`src/rtl/params_pkg.sv`:
```
// Shared widths, enums and defaults for the memory request path.
package params_pkg;

  localparam int PADDR_WIDTH      = 32;
  localparam int CACHE_LINE_BYTES = 4;
  localparam int ARB_TIMEOUT_DEF  = 1024;

  typedef enum logic [1:0] {
    SIZE_BYTE,
    SIZE_HALF,
    SIZE_WORD,
    SIZE_LINE
  } access_size_t;

  typedef enum logic [1:0] {
    IDLE,
    GRANT_I,
    GRANT_D_RD,
    GRANT_D_WR
  } arb_state_t;

  typedef enum logic {
    CLIENT_I,
    CLIENT_D
  } arb_client_t;

endpackage

```
`src/rtl/mem_arb_watchdog.sv`:
```
// Saturating grant-cycle counter; raises a sticky flag once it reaches TIMEOUT_CYC.
// The flag is set on the same edge the counter reaches the limit and holds until reset.
module mem_arb_watchdog #(
  parameter int TIMEOUT_CYC = 1024
) (
  input  logic clk,
  input  logic rst,
  input  logic clr_i,
  input  logic en_i,
  output logic timeout_o
);

  localparam int            CW    = $clog2(TIMEOUT_CYC + 1);
  localparam logic [CW-1:0] LIMIT = CW'(TIMEOUT_CYC);

  logic [CW-1:0] cnt_q, cnt_d;
  logic          timeout_q;

  always_comb begin
    cnt_d = cnt_q;
    if (clr_i) begin
      cnt_d = '0;
    end else if (en_i && (cnt_q != LIMIT)) begin
      cnt_d = cnt_q + CW'(1);
    end
  end

  always_ff @(posedge clk) begin
    if (!rst) begin
      cnt_q     <= '0;
      timeout_q <= 1'b0;
    end else begin
      cnt_q <= cnt_d;
      if (cnt_d == LIMIT) begin
        timeout_q <= 1'b1;
      end
    end
  end

  assign timeout_o = timeout_q;

endmodule

```
`src/rtl/mem_req_arbiter.sv`:
```
// Round-robin arbiter merging fetch and data requests onto one memory port,
// one transaction outstanding; responses are steered back to the owning client.
module mem_req_arbiter
  import params_pkg::*;
#(
  parameter int ADDR_W      = PADDR_WIDTH,
  parameter int LINE_W      = CACHE_LINE_BYTES * 8,
  parameter int TIMEOUT_CYC = ARB_TIMEOUT_DEF
) (
  input  logic              clk,
  input  logic              rst,
  input  logic              i_rd_req_i,
  input  logic [ADDR_W-1:0] i_addr_i,
  output logic              i_data_valid_o,
  output logic [LINE_W-1:0] i_data_o,
  input  logic              d_rd_req_i,
  input  logic              d_wr_req_i,
  input  logic [ADDR_W-1:0] d_addr_i,
  input  logic [LINE_W-1:0] d_wr_data_i,
  input  access_size_t      d_size_i,
  output logic              d_data_valid_o,
  output logic [LINE_W-1:0] d_data_o,
  output logic              d_write_done_o,
  output logic              mem_rd_req_valid_o,
  output logic              mem_wr_req_valid_o,
  output logic              mem_req_is_instr_o,
  output logic [ADDR_W-1:0] mem_address_o,
  output logic [LINE_W-1:0] mem_wr_data_o,
  output access_size_t      mem_access_size_o,
  input  logic              mem_data_valid_i,
  input  logic [LINE_W-1:0] mem_data_i,
  input  logic              mem_write_done_i,
  output logic              timeout_o
);

  arb_state_t        state_q;
  arb_client_t       last_grant_q;
  logic [ADDR_W-1:0] addr_q;
  logic [LINE_W-1:0] wdata_q;
  access_size_t      size_q;
  logic              is_instr_q;

  logic d_req, pick_i, grant, rd_resp, wr_resp;

  // Fetch wins when it is alone, or on a tie when data was served last.
  always_comb begin
    d_req   = d_rd_req_i | d_wr_req_i;
    pick_i  = i_rd_req_i & (~d_req | (last_grant_q == CLIENT_D));
    grant   = (state_q == IDLE) & (i_rd_req_i | d_req);
    rd_resp = mem_data_valid_i & ((state_q == GRANT_I) | (state_q == GRANT_D_RD));
    wr_resp = mem_write_done_i & (state_q == GRANT_D_WR);
  end

  always_ff @(posedge clk) begin
    if (!rst) begin
      state_q      <= IDLE;
      last_grant_q <= CLIENT_D;
      addr_q       <= '0;
      wdata_q      <= '0;
      size_q       <= SIZE_BYTE;
      is_instr_q   <= 1'b0;
    end else begin
      case (state_q)
        IDLE: begin
          if (grant && pick_i) begin
            state_q      <= GRANT_I;
            last_grant_q <= CLIENT_I;
            addr_q       <= i_addr_i;
            size_q       <= SIZE_WORD;
            is_instr_q   <= 1'b1;
          end else if (grant) begin
            // A simultaneous read+write request is treated as a write.
            state_q      <= d_wr_req_i ? GRANT_D_WR : GRANT_D_RD;
            last_grant_q <= CLIENT_D;
            addr_q       <= d_addr_i;
            wdata_q      <= d_wr_data_i;
            size_q       <= d_size_i;
            is_instr_q   <= 1'b0;
          end
        end
        GRANT_I, GRANT_D_RD: if (rd_resp) state_q <= IDLE;
        GRANT_D_WR:          if (wr_resp) state_q <= IDLE;
        default:             state_q <= IDLE;
      endcase
    end
  end

  assign mem_rd_req_valid_o = (state_q == GRANT_I) | (state_q == GRANT_D_RD);
  assign mem_wr_req_valid_o = (state_q == GRANT_D_WR);
  assign mem_req_is_instr_o = is_instr_q;
  assign mem_address_o      = addr_q;
  assign mem_wr_data_o      = wdata_q;
  assign mem_access_size_o  = size_q;

  assign i_data_valid_o = mem_data_valid_i & (state_q == GRANT_I);
  assign d_data_valid_o = mem_data_valid_i & (state_q == GRANT_D_RD);
  assign d_write_done_o = wr_resp;
  assign i_data_o       = mem_data_i;
  assign d_data_o       = mem_data_i;

  mem_arb_watchdog #(
    .TIMEOUT_CYC(TIMEOUT_CYC)
  ) u_watchdog (
    .clk      (clk),
    .rst      (rst),
    .clr_i    (grant),
    .en_i     ((state_q != IDLE) & ~rd_resp & ~wr_resp),
    .timeout_o(timeout_o)
  );

endmodule

```
`config.mk`:
```
export PLATFORM = sky130hd
export DESIGN_NAME = mem_req_arbiter
export DESIGN_NICKNAME = d
export VERILOG_FILES = /design/src/rtl/params_pkg.sv /design/src/rtl/mem_arb_watchdog.sv /design/src/rtl/mem_req_arbiter.sv
export SDC_FILE = /design/constraint.sdc
export NUM_CORES = 1
export LEC_CHECK = 0
export ABC_AREA = 1
export BUFFER_PORTS_ARGS = -buffer_cell sky130_fd_sc_hd__buf_2
export CORE_MARGIN = 4
export CORE_UTILIZATION = 44
export DETAILED_ROUTE_END_ITERATION = 7
export PLACE_DENSITY = 0.9
export SLEW_MARGIN = 20
export SYNTH_ARGS = -nofsm -noshare
export SYNTH_HDL_FRONTEND = slang
export SYNTH_HIERARCHICAL = 1
export SYNTH_SLANG_ARGS = --single-unit
export TNS_END_PERCENT = 100
```
`constraint.sdc`:
```
create_clock -name clk -period 2.8 [get_ports clk]
set_input_delay 0.14 -clock clk [delete_from_list [all_inputs] [get_ports clk]]
set_output_delay 0.14 -clock clk [all_outputs]
set_load 0.05 [all_outputs]
```
==> results of run 1 <==
layer usage:
metal  GRT usage [%]  vias up
li1                -     2152
met1            23.3     1883
met2            32.8      185
met5               0        -
met3            5.62       15
met4            7.12        0
final cells by class:
class / count / area (um^2) / area share [%]
clock inverter: 6 / 67.6 / 1.33
timing repair buffer: 183 / 931 / 18.3
inverter: 61 / 231 / 4.55
multi-input combinational: 404 / 1930 / 37.9
clock buffer: 9 / 124 / 2.43
sequential: 82 / 1640 / 32.3
tap: 133 / 166 / 3.27
layout by cell type, fill, tap and decap left out:
cell,n
or2_1,1
o21ai_4,1
inv_6,1
clkinvlp_4,2
inv_1,58
o21ai_0,2
buf_2,177
nand2_2,5
inv_4,1
ha_1,7
a211oi_1,1
buf_4,6
clkinv_2,1
o211ai_1,1
nor2_1,91
nand3_2,9
a21oi_1,22
inv_2,2
dfxtp_1,82
clkinv_4,1
a21oi_4,1
nand2_4,2
nor2_4,2
nand3_4,1
o21ai_1,32
nor3_1,3
nand4_1,19
nand3b_1,2
nand3_1,55
clkbuf_8,9
nor2_2,2
nand2_1,145
bufinv_16,1
path summary, 6_finish.rpt:
check / endpoint / slack (ns)
hold / removal: mem_wr_data_o[28]$_SDFFE_PN0P_ / 0.02
setup / recovery: u_watchdog/timeout_o$_SDFFE_PN0N_ / 0.60
setup reg to reg: u_watchdog/timeout_o$_SDFFE_PN0N_ / 0.60
hold reg to reg: mem_address_o[20]$_SDFFE_PN0P_ / 0.47
Yosys cell counts:
library cell  number
ha_1               7
nand2_1          145
inv_4              1
nand2_4            2
o21ai_1           32
nand2_2            5
buf_2              6
o21ai_4            1
o211ai_1           1
inv_2              2
clkbuf_1          12
inv_1             58
buf_6              5
a21oi_4            1
buf_4             73
o21ai_0            2
or2_1              1
nor2_4             2
nor3_1             3
nand3b_1           2
nor2_1            91
nand4_1           19
nand3_4            1
nor2_2             2
dfxtp_1           82
a21oi_1           22
nand3_1           55
a211oi_1           1
nand3_2            9
metrics by stage:
step                      hold slack [ns]  setup slack [ns]  area, um^2
final                              0.0157             0.597        5090
after global routing               0.0102             0.323        5090
after CTS                         0.00303             0.598        5090
after detailed placement            0.280             0.619        4900
after global placement              0.280             0.682        4900
after floorplan                     0.275             0.428        4480
sequential cells by signal, indices dropped and copies added, names as in the netlist:
name and count:
u_watchdog/timeout_o 1, mem_req_is_instr_o 1, last_grant_q 1, mem_address_o 32, state_q 2, u_watchdog/cnt_q 11
mem_wr_data_o 32, mem_access_size_o 2
tightest hold or removal path, delay by kind of cell:
kind | cells | cell delay, ns
buffers and inverters | 1 | 0.07
AND/OR/NAND/NOR | 1 | 0.07
AO/OA/AOI/OAI | 1 | 0.05
cell families after synthesis:
family                   after synthesis
AO/OA/AOI/OAI                         60
buffers and inverters                157
adder cells (fa/ha/maj)                7
AND/OR/NAND/NOR                      337
flip-flops                            82
power groups by stage:
stage | Combinational [mW] | Sequential [mW] | Clock (mW)
2_1_floorplan | 1.72 | 2.87 | 0
3_3_place_gp | 3.21 | 1.72 | 0
3_5_place_dp | 3.24 | 1.73 | 0
4_1_cts | 3.25 | 1.71 | 0.878
5_1_grt | 3.51 | 1.76 | 0.927
6_report | 3.24 | 1.71 | 0.852
==> out/results.tsv, run 1 <==
metric	value	unit
Switch Pwr	3.08	mW
CP Capture Type	register	
Clock Power Share	14.7	%
io pins	274	
Sw Share	53.2	%
Logic pwr share	55.8	%
DR WL/cell	13.3	um
via count	4235	
Final ANT Viol Nets	0	
Net Count, Synth	787	
LEAKAGE	2.79	nW
highest routed metal layer	met4	
CP arrival	2.48	ns
Crit path depth	16	
CP required	3.08	ns
Post-CTS Setup Inserts	0	
Mapped Avg Cell Area	6.97	um^2
Max VDD drop	0.504	mV
crit-path cells	inv_1 -> ha_1 -> a211oi_1 -> buf_4 -> nand2_4 -> nor2_4 -> nand2_1 -> nand2_1 -> nand2_1 -> nand2_1 -> nand2_1 -> nor2_1 -> nand3_1 -> nor2_1 -> nor2_1 -> nor2_1	
Syn Inst Count	643	
largest net degree at the start of global routing	36	
H-tree depth	3	
global-route usage over all layers	19.4	%
DRT iter0 DRCs	225	
starting density of the core	45.4	%
RSZ-0062 raised after global routing	false	
Cell Area, Synth	4480	um^2
CP most frequent cell	nand2_1	
Layout area overhead	13.6	%
HPWL after DPL	8710	um
vias per cell	4.82	
Root Buffer	clkbuf_8	
CP peak stage delay	0.38	ns
RR Startpoint	state_q[0]$_SDFFE_PN0P_	
area of the die	11900	um^2
#FFs+latches synth	82	
simple-gate portion of the synthesized area	33.8	%
largest family of logic cells by synthesized area	simple AND/OR/NAND/NOR gates	
Final GP Congestion	0.913	
area fraction of the dominant cell type after synthesis	36.6	%
Pwr Total	5.80	mW
router iterations before antenna repair	5	
crit-path max FO	9	
TNS Setup	0	ns
top cells by area, synth	dfxtp_1 37%, buf_4 12%, nand2_1 12%, nor2_1 7.6%, nand3_1 6.1%	
Antenna diodes	0	
met1 wire length	4710	um
Post-Route Skew	0.0118	ns
Seq pwr share	29.5	%
hold buffers post-CTS	0	
Critical path buffers and inverters	2	
Die Width	109	um
final hold vios	0	
DP Cell Count	863	
Hold Crit Start	d_wr_data_i[28]	
Synth Area in Compound Gates	7.32	%
cts bufs inserted	9	
Setup crit start kind	register	
first-pass GRT wire length	18400	um
delay-heaviest family, CP	simple AND/OR/NAND/NOR gates	
Cell variety after synth	29	
Synth Area in XOR/XNOR	0	%
post-synth top area cell	dfxtp_1	
worst min-delay path class	input pin to register	
f_max	454	MHz
Layout fillers	1013	
Hold Crit Depth	3	
post-cts resize count	0	
antenna violations before repair	0	
register clock-pin slew on the reported worst setup and hold paths	0.09	ns
status	finished, final reports clean	
Nets	885	
Post-Synth Adder-Cell Area	1.95	%
PortBufs	177	
Seq/Total Area, Yosys	36.6	%
layout cells sized above 1	30.1	%
Clock Tree Buf Depth	2	
Max Slew Vio Count	0	
setup violators final	0	
TritonCTS clock tree	built	
Post-Route WL	11700	um
latest clock arrival within the worst-skew pair	0.35	ns
clk sink count	82	
synth warn	6	
floorplan row count	36	
Die H	109	um
DRC violations left	0	
kind of critical path	register to register	
met3 wire len	1030	um
internal power	2.72	mW
core area	9860	um^2
Worst-Margin Slew	0.658	ns
fin crit share	78.7	%
Setup crit start	state_q[0]$_SDFFE_PN0P_	
Max Cap Viol	0	
vias in the first global route	3909	
pwr dens	1140	nW/um^2
proportion of synthesized area in mux cells	0	%
r2r worst-path depth	16	
Overflow after GRT	0	
fin cells	878	
final core occ	51.6	%
met2 routed WL	5760	um
Tmin final	2.20	ns
critical path's slowest cell	dfxtp_1	
slew margin rel.	56.0	%
Note: power is estimated with default switching activity, not from simulation.
==> run 2, diff against run 1 <==
--- a/config.mk
+++ b/config.mk
@@ -8,9 +8,9 @@
 export ABC_AREA = 1
 export BUFFER_PORTS_ARGS = -buffer_cell sky130_fd_sc_hd__buf_2
 export CORE_MARGIN = 4
-export CORE_UTILIZATION = 44
+export CORE_UTILIZATION = 39
 export DETAILED_ROUTE_END_ITERATION = 7
-export PLACE_DENSITY = 0.9
+export PLACE_DENSITY = 0.85
 export SLEW_MARGIN = 20
 export SYNTH_ARGS = -nofsm -noshare
 export SYNTH_HDL_FRONTEND = slang
==> constraint.sdc (replaced) <==
create_clock -name clk -period 1.9 [get_ports clk]
set_input_delay 0.095 -clock clk [delete_from_list [all_inputs] [get_ports clk]]
set_output_delay 0.095 -clock clk [all_outputs]
set_load 0.05 [all_outputs]
==> run 2 against run 1 <==
  * The flow now finishes with violations (negative setup slack)
  * Routed wire length rose by 8.8%
  * Die area rose by 12%
  * Non-clock buffer count up 45
  * Total power increased by 63%
  * Fmax up 5.8%
  * Count of clock-buffer cells in the layout stayed put
  * Flip-flop and latch count unchanged
  * Core utilization is 0.14 points lower
  * Critical path type unchanged
==> out/results.tsv, run 2 (synthesis gave the netlist of run 1 again) <==
metric	value	unit	change
final hold vios	0		unchanged
failing checks	negative setup slack		
Setup crit start kind	register		
H-tree depth	3		unchanged
first-pass GRT wire length	20000	um	+8.9%
most frequent cells in the layout	177 x buf_2, 142 x nand2_1, 91 x nor2_1, 80 x dfxtp_1		
CP most frequent cell	nor2_1		
crit-path max FO	4		-5
DP Cell Count	890		+3.1%
Post-Route Skew	0.00974	ns	-0.00205 ns
area of the die	13300	um^2	+12%
Tmin final	2.08	ns	-0.121 ns
fin area	5680	um^2	+12%
CP peak stage delay	0.33	ns	-0.05 ns
Register Area	1650	um^2	+0.31%
DRC violations left	0		unchanged
vias in the first global route	4309		+10%
Nets	930		+5.1%
clk sink count	82		unchanged
CP Capture Type	register		
Clock Tree Buf Depth	2		unchanged
via count	4455		+5.2%
global-route usage over all layers	18.8	%	-0.65 points
commonest non-fill, non-tap cell in the layout	buf_2		
Root Buffer	clkbuf_16		
CP required	2.17	ns	-0.91 ns
Die H	115	um	+5.8%
pwr dens	1670	nW/um^2	+47%
vias per cell	4.79		-0.69%
worst min-delay path class	input pin to register		
layout cells sized above 1	32.8	%	+2.7 points
floorplan row count	38		+5.6%
Multi-input gate area	1970	um^2	+2.2%
Post-Route WL	12700	um	+8.8%
Worst setup endpoint	u_watchdog/timeout_o$_SDFFE_PN0N_		
core area	11000	um^2	+12%
worst slack, placed	-0.143	ns	-0.762 ns
DR WL/cell	13.6	um	+2.7%
Max VDD drop	0.986	mV	+96%
Pwr Total	9.48	mW	+63%
TritonCTS clock tree	built		
Antenna diodes	0		unchanged
Hold Crit Start	d_wr_data_i[10]		
Max Slew Vio Count	0		unchanged
starting density of the core	40.6	%	-4.8 points
Hold Crit Depth	3		unchanged
RR Startpoint	state_q[1]$_SDFFE_PN0P_		
antenna violations before repair	0		unchanged
slew margin rel.	57.8	%	+1.8 points
register clock-pin slew on the reported worst setup and hold paths	0.07	ns	-0.02 ns
Overflow after GRT	0		unchanged
Layout area overhead	26.7	%	
fin crit share	110	%	+31 points
PortBufs	177		unchanged
TNS Setup	-0.191	ns	-0.191 ns
Worst-Margin Slew	0.633	ns	-0.0255 ns
HPWL after DPL	9000	um	+3.4%
LEAKAGE	3.06	nW	+9.8%
Max Cap Viol	0		unchanged
RSZ-0062 raised after global routing	true		
setup violators final	2		+2
latest clock arrival within the worst-skew pair	0.33	ns	-0.02 ns
critical path's slowest cell	dfxtp_2		
CP arrival	2.35	ns	-0.13 ns
Die Width	115	um	+5.8%
r2r setup slk	-0.18	ns	-0.78 ns
kind of critical path	register to register		
setup ws final	-0.182	ns	-0.779 ns
hold slack	0.00938	ns	-0.00635 ns
crit-path cells	buf_6 -> ha_4 -> nand2_2 -> inv_2 -> a211oi_2 -> buf_4 -> nand2_4 -> nor2_4 -> nand3_2 -> nand2_1 -> nand2_1 -> nand2_2 -> nand2_1 -> nor2_1 -> nand3_1 -> nor2_1 -> nor2_1 -> nor2_1		
fin cells	930		+5.9%
R2R Path End	u_watchdog/timeout_o$_SDFFE_PN0N_		
Setup crit start	state_q[1]$_SDFFE_PN0P_		
DRT iter0 DRCs	283		+26%
cts bufs inserted	9		unchanged
r2r worst-path depth	18		+2
router iterations before antenna repair	5		unchanged
largest net degree at the start of global routing	36		unchanged
status	finished, violations left		
f_max	480	MHz	+5.8%
Final ANT Viol Nets	0		unchanged
Final GP Congestion	0.879		-3.7%
final core occ	51.5	%	-0.14 points
io pins	274		unchanged
Layout fillers	1071		+5.7%
Placement Cell Area	5090	um^2	+4.0%
-- run 2: changes by cell type in the layout (fill, tap and decap cells not counted), sizes merged --
cell         previous run  this run
buf                   183       207
dlygate4sd3             0        21
-- run 2: how the worst min path moves through the flow --
stage                                             end  slack [ns]
detailed placement                       d_data_o[17]        0.19
floorplan           mem_access_size_o[1]$_SDFFE_PN0P_        0.23
global placement                         d_data_o[17]        0.19
global route           mem_wr_data_o[13]$_SDFFE_PN0P_        0.01
finish                 mem_wr_data_o[10]$_SDFFE_PN0P_       0.009
CTS                    mem_wr_data_o[27]$_SDFFE_PN0P_      0.0005
-- run 2: layer usage --
metal | vias to the layer above | GRT usage (%) | wire length (um)
met1 | 1989 | 22.1 | 5040
met2 | 194 | 32.0 | 6320
li1 | 2250 | - | -
met4 | 0 | 6.81 | 192
met3 | 22 | 6.05 | 1130
met5 | - | 0 | 0
-- run 2: what timing repair did --
item | in CTS | in global routing
hold endpoints to repair | 21 | 0
setup endpoints to repair | 1 | 26
gates resized for setup | 4 | 11
setup buffers | 2 | 2
pin swaps | 5 | 11
hold buffers | 21 | 0
-- run 2: critical path, delay by kind of cell, from the launching register on --
| kind | cells | cell delay, ns |
|---|---|---|
| adders and majority gates | 1 | 0.15 |
| and+or+nand+nor | 13 | 0.99 |
| buffers and inverters | 3 | 0.33 |
| AOI/OAI and AO/OA | 1 | 0.18 |
| DFF | 1 | 0.33 |
-- run 2: final cells by class --
| cell class | count | share of cell area [%] |
|---|---|---|
| Tap cell | 140 | 3.09 |
| Clock inverter | 6 | 1.19 |
| Inverter | 61 | 4.12 |
| Sequential cell | 82 | 29.0 |
| Timing Repair Buffer | 228 | 23.9 |
| Multi-Input combinational cell | 404 | 34.7 |
| Clock buffer | 9 | 3.97 |
-- run 2: power breakdown --
group,internal [mW],leakage [nW],total (mW),switching (mW)
Combinational,1.46,2.25,5.21,3.75
Clock,1.02,0.138,1.74,0.723
Sequential,2.26,0.677,2.53,0.274
Total,4.73,3.06,9.48,4.75
==> run 3, diff against run 2 <==
--- a/config.mk
+++ b/config.mk
@@ -11,6 +11,7 @@
 export CORE_UTILIZATION = 39
 export DETAILED_ROUTE_END_ITERATION = 7
 export PLACE_DENSITY = 0.85
+export REMOVE_ABC_BUFFERS = 1
 export SLEW_MARGIN = 20
 export SYNTH_ARGS = -nofsm -noshare
 export SYNTH_HDL_FRONTEND = slang
==> run 3 against run 2 <==
  * The flow still finishes with violations (negative setup slack)
  * Total power grew 2.6%
  * Via count grew 1.8%
  * Clock skew shrank 0.0011 ns
  * Clock power grew 11%
  * Critical path depth shrank 2
  * Critical path type unchanged
  * Critical endpoint unchanged
  * Largest cell class unchanged
==> out/results.tsv, run 3 (synthesis gave the netlist of run 1 again) <==
metric	value	unit	change
CP peak stage delay	0.35	ns	+0.02 ns
Clock Tree Buf Depth	2		unchanged
Pwr Total	9.73	mW	+2.6%
CP most frequent cell	nand2_1		
latest clock arrival within the worst-skew pair	0.33	ns	about the same
core area	11000	um^2	unchanged
DP Cell Count	891		+0.11%
met2 routed WL	6630	um	+5.0%
io pins	274		unchanged
fin cells	919		-1.2%
CP Capture Type	register		
Tmin final	1.99	ns	-0.0886 ns
first-pass GRT wire length	23100	um	+16%
layout cells sized above 1	33.4	%	+0.59 points
largest net degree at the start of global routing	49		+36%
vias per cell	4.94		+3.1%
router iterations before antenna repair	5		unchanged
crit-path cells	inv_2 -> ha_4 -> a211oi_2 -> buf_4 -> nand2_4 -> nor2_4 -> nand2_1 -> nand2_1 -> nand2_1 -> nand2_1 -> nand2_1 -> nor2_1 -> nand3_1 -> nor2_1 -> nor2_1 -> nor2_1		
Final GP Congestion	0.865		-1.6%
final core occ	50.3	%	-1.1 points
DR WL/cell	17.2	um	+26%
met1 wire length	6230	um	+24%
Final ANT Viol Nets	0		unchanged
antenna violations before repair	1		+1
Post-Route WL	15800	um	+25%
crit-path max FO	7		+3
setup violators final	1		-1
highest routed metal layer	met5		
kind of critical path	register to register		
Die Width	115	um	unchanged
delay-heaviest family, CP	simple AND/OR/NAND/NOR gates		
starting density of the core	40.6	%	unchanged
final hold vios	0		unchanged
DRT iter0 DRCs	198		-30%
Root Buffer	clkbuf_16		
status	finished, violations left		
Max Cap Viol	0		unchanged
Nets	918		-1.3%
HPWL after DPL	12300	um	+37%
Setup crit start kind	register		
PortBufs	177		unchanged
fin crit share	105	%	-4.7 points
Placement Cell Area	5080	um^2	-0.32%
slew margin rel.	59.1	%	+1.4 points
Post-Route Skew	0.00866	ns	-0.00108 ns
worst min-delay path class	input pin to register		
critical path's slowest cell	dfxtp_2		
Layout area overhead	23.9	%	
most frequent cells in the layout	177 x buf_2, 145 x nand2_1, 91 x nor2_1, 80 x dfxtp_1, 56 x inv_1		
Overflow after GRT	0		unchanged
pwr dens	1750	nW/um^2	+4.9%
CP required	2.16	ns	about the same
LEAKAGE	3.02	nW	-1.5%
DRC violations left	0		unchanged
Die H	115	um	unchanged
register clock-pin slew on the reported worst setup and hold paths	0.07	ns	about the same
failing checks	negative setup slack		
CP arrival	2.26	ns	-0.09 ns
f_max	502	MHz	+4.4%
Max Slew Vio Count	0		unchanged
H-tree depth	3		unchanged
floorplan row count	38		unchanged
cts bufs inserted	9		unchanged
Critical path buffers and inverters	2		-1
vias in the first global route	4314		+0.12%
area of the die	13300	um^2	unchanged
RSZ-0062 raised after global routing	true		
Antenna diodes	0		unchanged
setup ws final	-0.0936	ns	+0.0886 ns
commonest non-fill, non-tap cell in the layout	buf_2		
TritonCTS clock tree	built		
global-route usage over all layers	23.2	%	+4.4 points
Max VDD drop	1.01	mV	+2.7%
fin area	5550	um^2	-2.2%
met3 wire len	2610	um	+130%
via count	4537		+1.8%
clk sink count	82		unchanged
worst slack, placed	-0.259	ns	-0.117 ns
Worst-Margin Slew	0.612	ns	-0.0203 ns
==> run 3: worst register-to-register path, delay by kind of cell (launching register included) <==
| kind | cells | cell delay [ns] |
|---|---|---|
| flip-flops | 1 | 0.35 |
| buffers and inverters | 2 | 0.24 |
| adder cells (fa/ha/maj) | 1 | 0.24 |
| AO/OA/AOI/OAI | 1 | 0.18 |
| AND/OR/NAND/NOR | 12 | 0.92 |
==> run 3: final cells by class <==
cell class	count	area, um^2
clock buffer	9	225
fill	1072	5480
sequential	82	1640
clock inverter	7	106
timing repair buffer	216	1210
multi-input combinational	404	1960
tap	140	175
inverter	61	234
==> run 3: metrics by stage <==
| step | hold slack (ns) | setup TNS [ns] |
|---|---|---|
| finish | 0.00508 | -0.0936 |
| global route | 0.00910 | -0.241 |
| CTS | 0.00187 | -0.0913 |
| detailed placement | 0.191 | -0.265 |
| global placement | 0.191 | -0.139 |
| floorplan | 0.190 | -65.72 |
==> run 3: per-layer routing <==
metal / GRT usage [%] / up-vias
met1: 27.0 / 2001
li1: - / 2229
met4: 6.81 / 4
met5: 5.19 / -
met3: 15.1 / 24
met2: 34.4 / 279
==> run 3: report_power, final <==
group | internal, mW | total, mW | switching, mW
Sequential | 2.25 | 2.54 | 0.286
Combinational | 1.46 | 5.25 | 3.79
Clock | 1.18 | 1.94 | 0.760
Total | 4.89 | 9.73 | 4.84
==> run 3: final timing paths <==
path	slack [ns]	end	depth (start not counted)	startpoint
setup / recovery	-0.09	u_watchdog/timeout_o$_SDFFE_PN0N_	16	state_q[0]$_SDFFE_PN0P_
hold / removal	0.005	mem_wr_data_o[19]$_SDFFE_PN0P_	3	d_wr_data_i[19]
setup reg to reg	-0.09	u_watchdog/timeout_o$_SDFFE_PN0N_	16	state_q[0]$_SDFFE_PN0P_
hold reg to reg	0.46	mem_address_o[12]$_SDFFE_PN0P_	2	mem_address_o[12]$_SDFFE_PN0P_
==> run 3: what timing repair did <==
item                                    CTS  global route
resized for setup                         7             5
endpoints found under the hold margin     7             0
endpoints found under the setup margin    4            49
hold buffers                              7             0
setup buffers                             2             3
gates cloned                              0             0
pin swaps                                 1             1
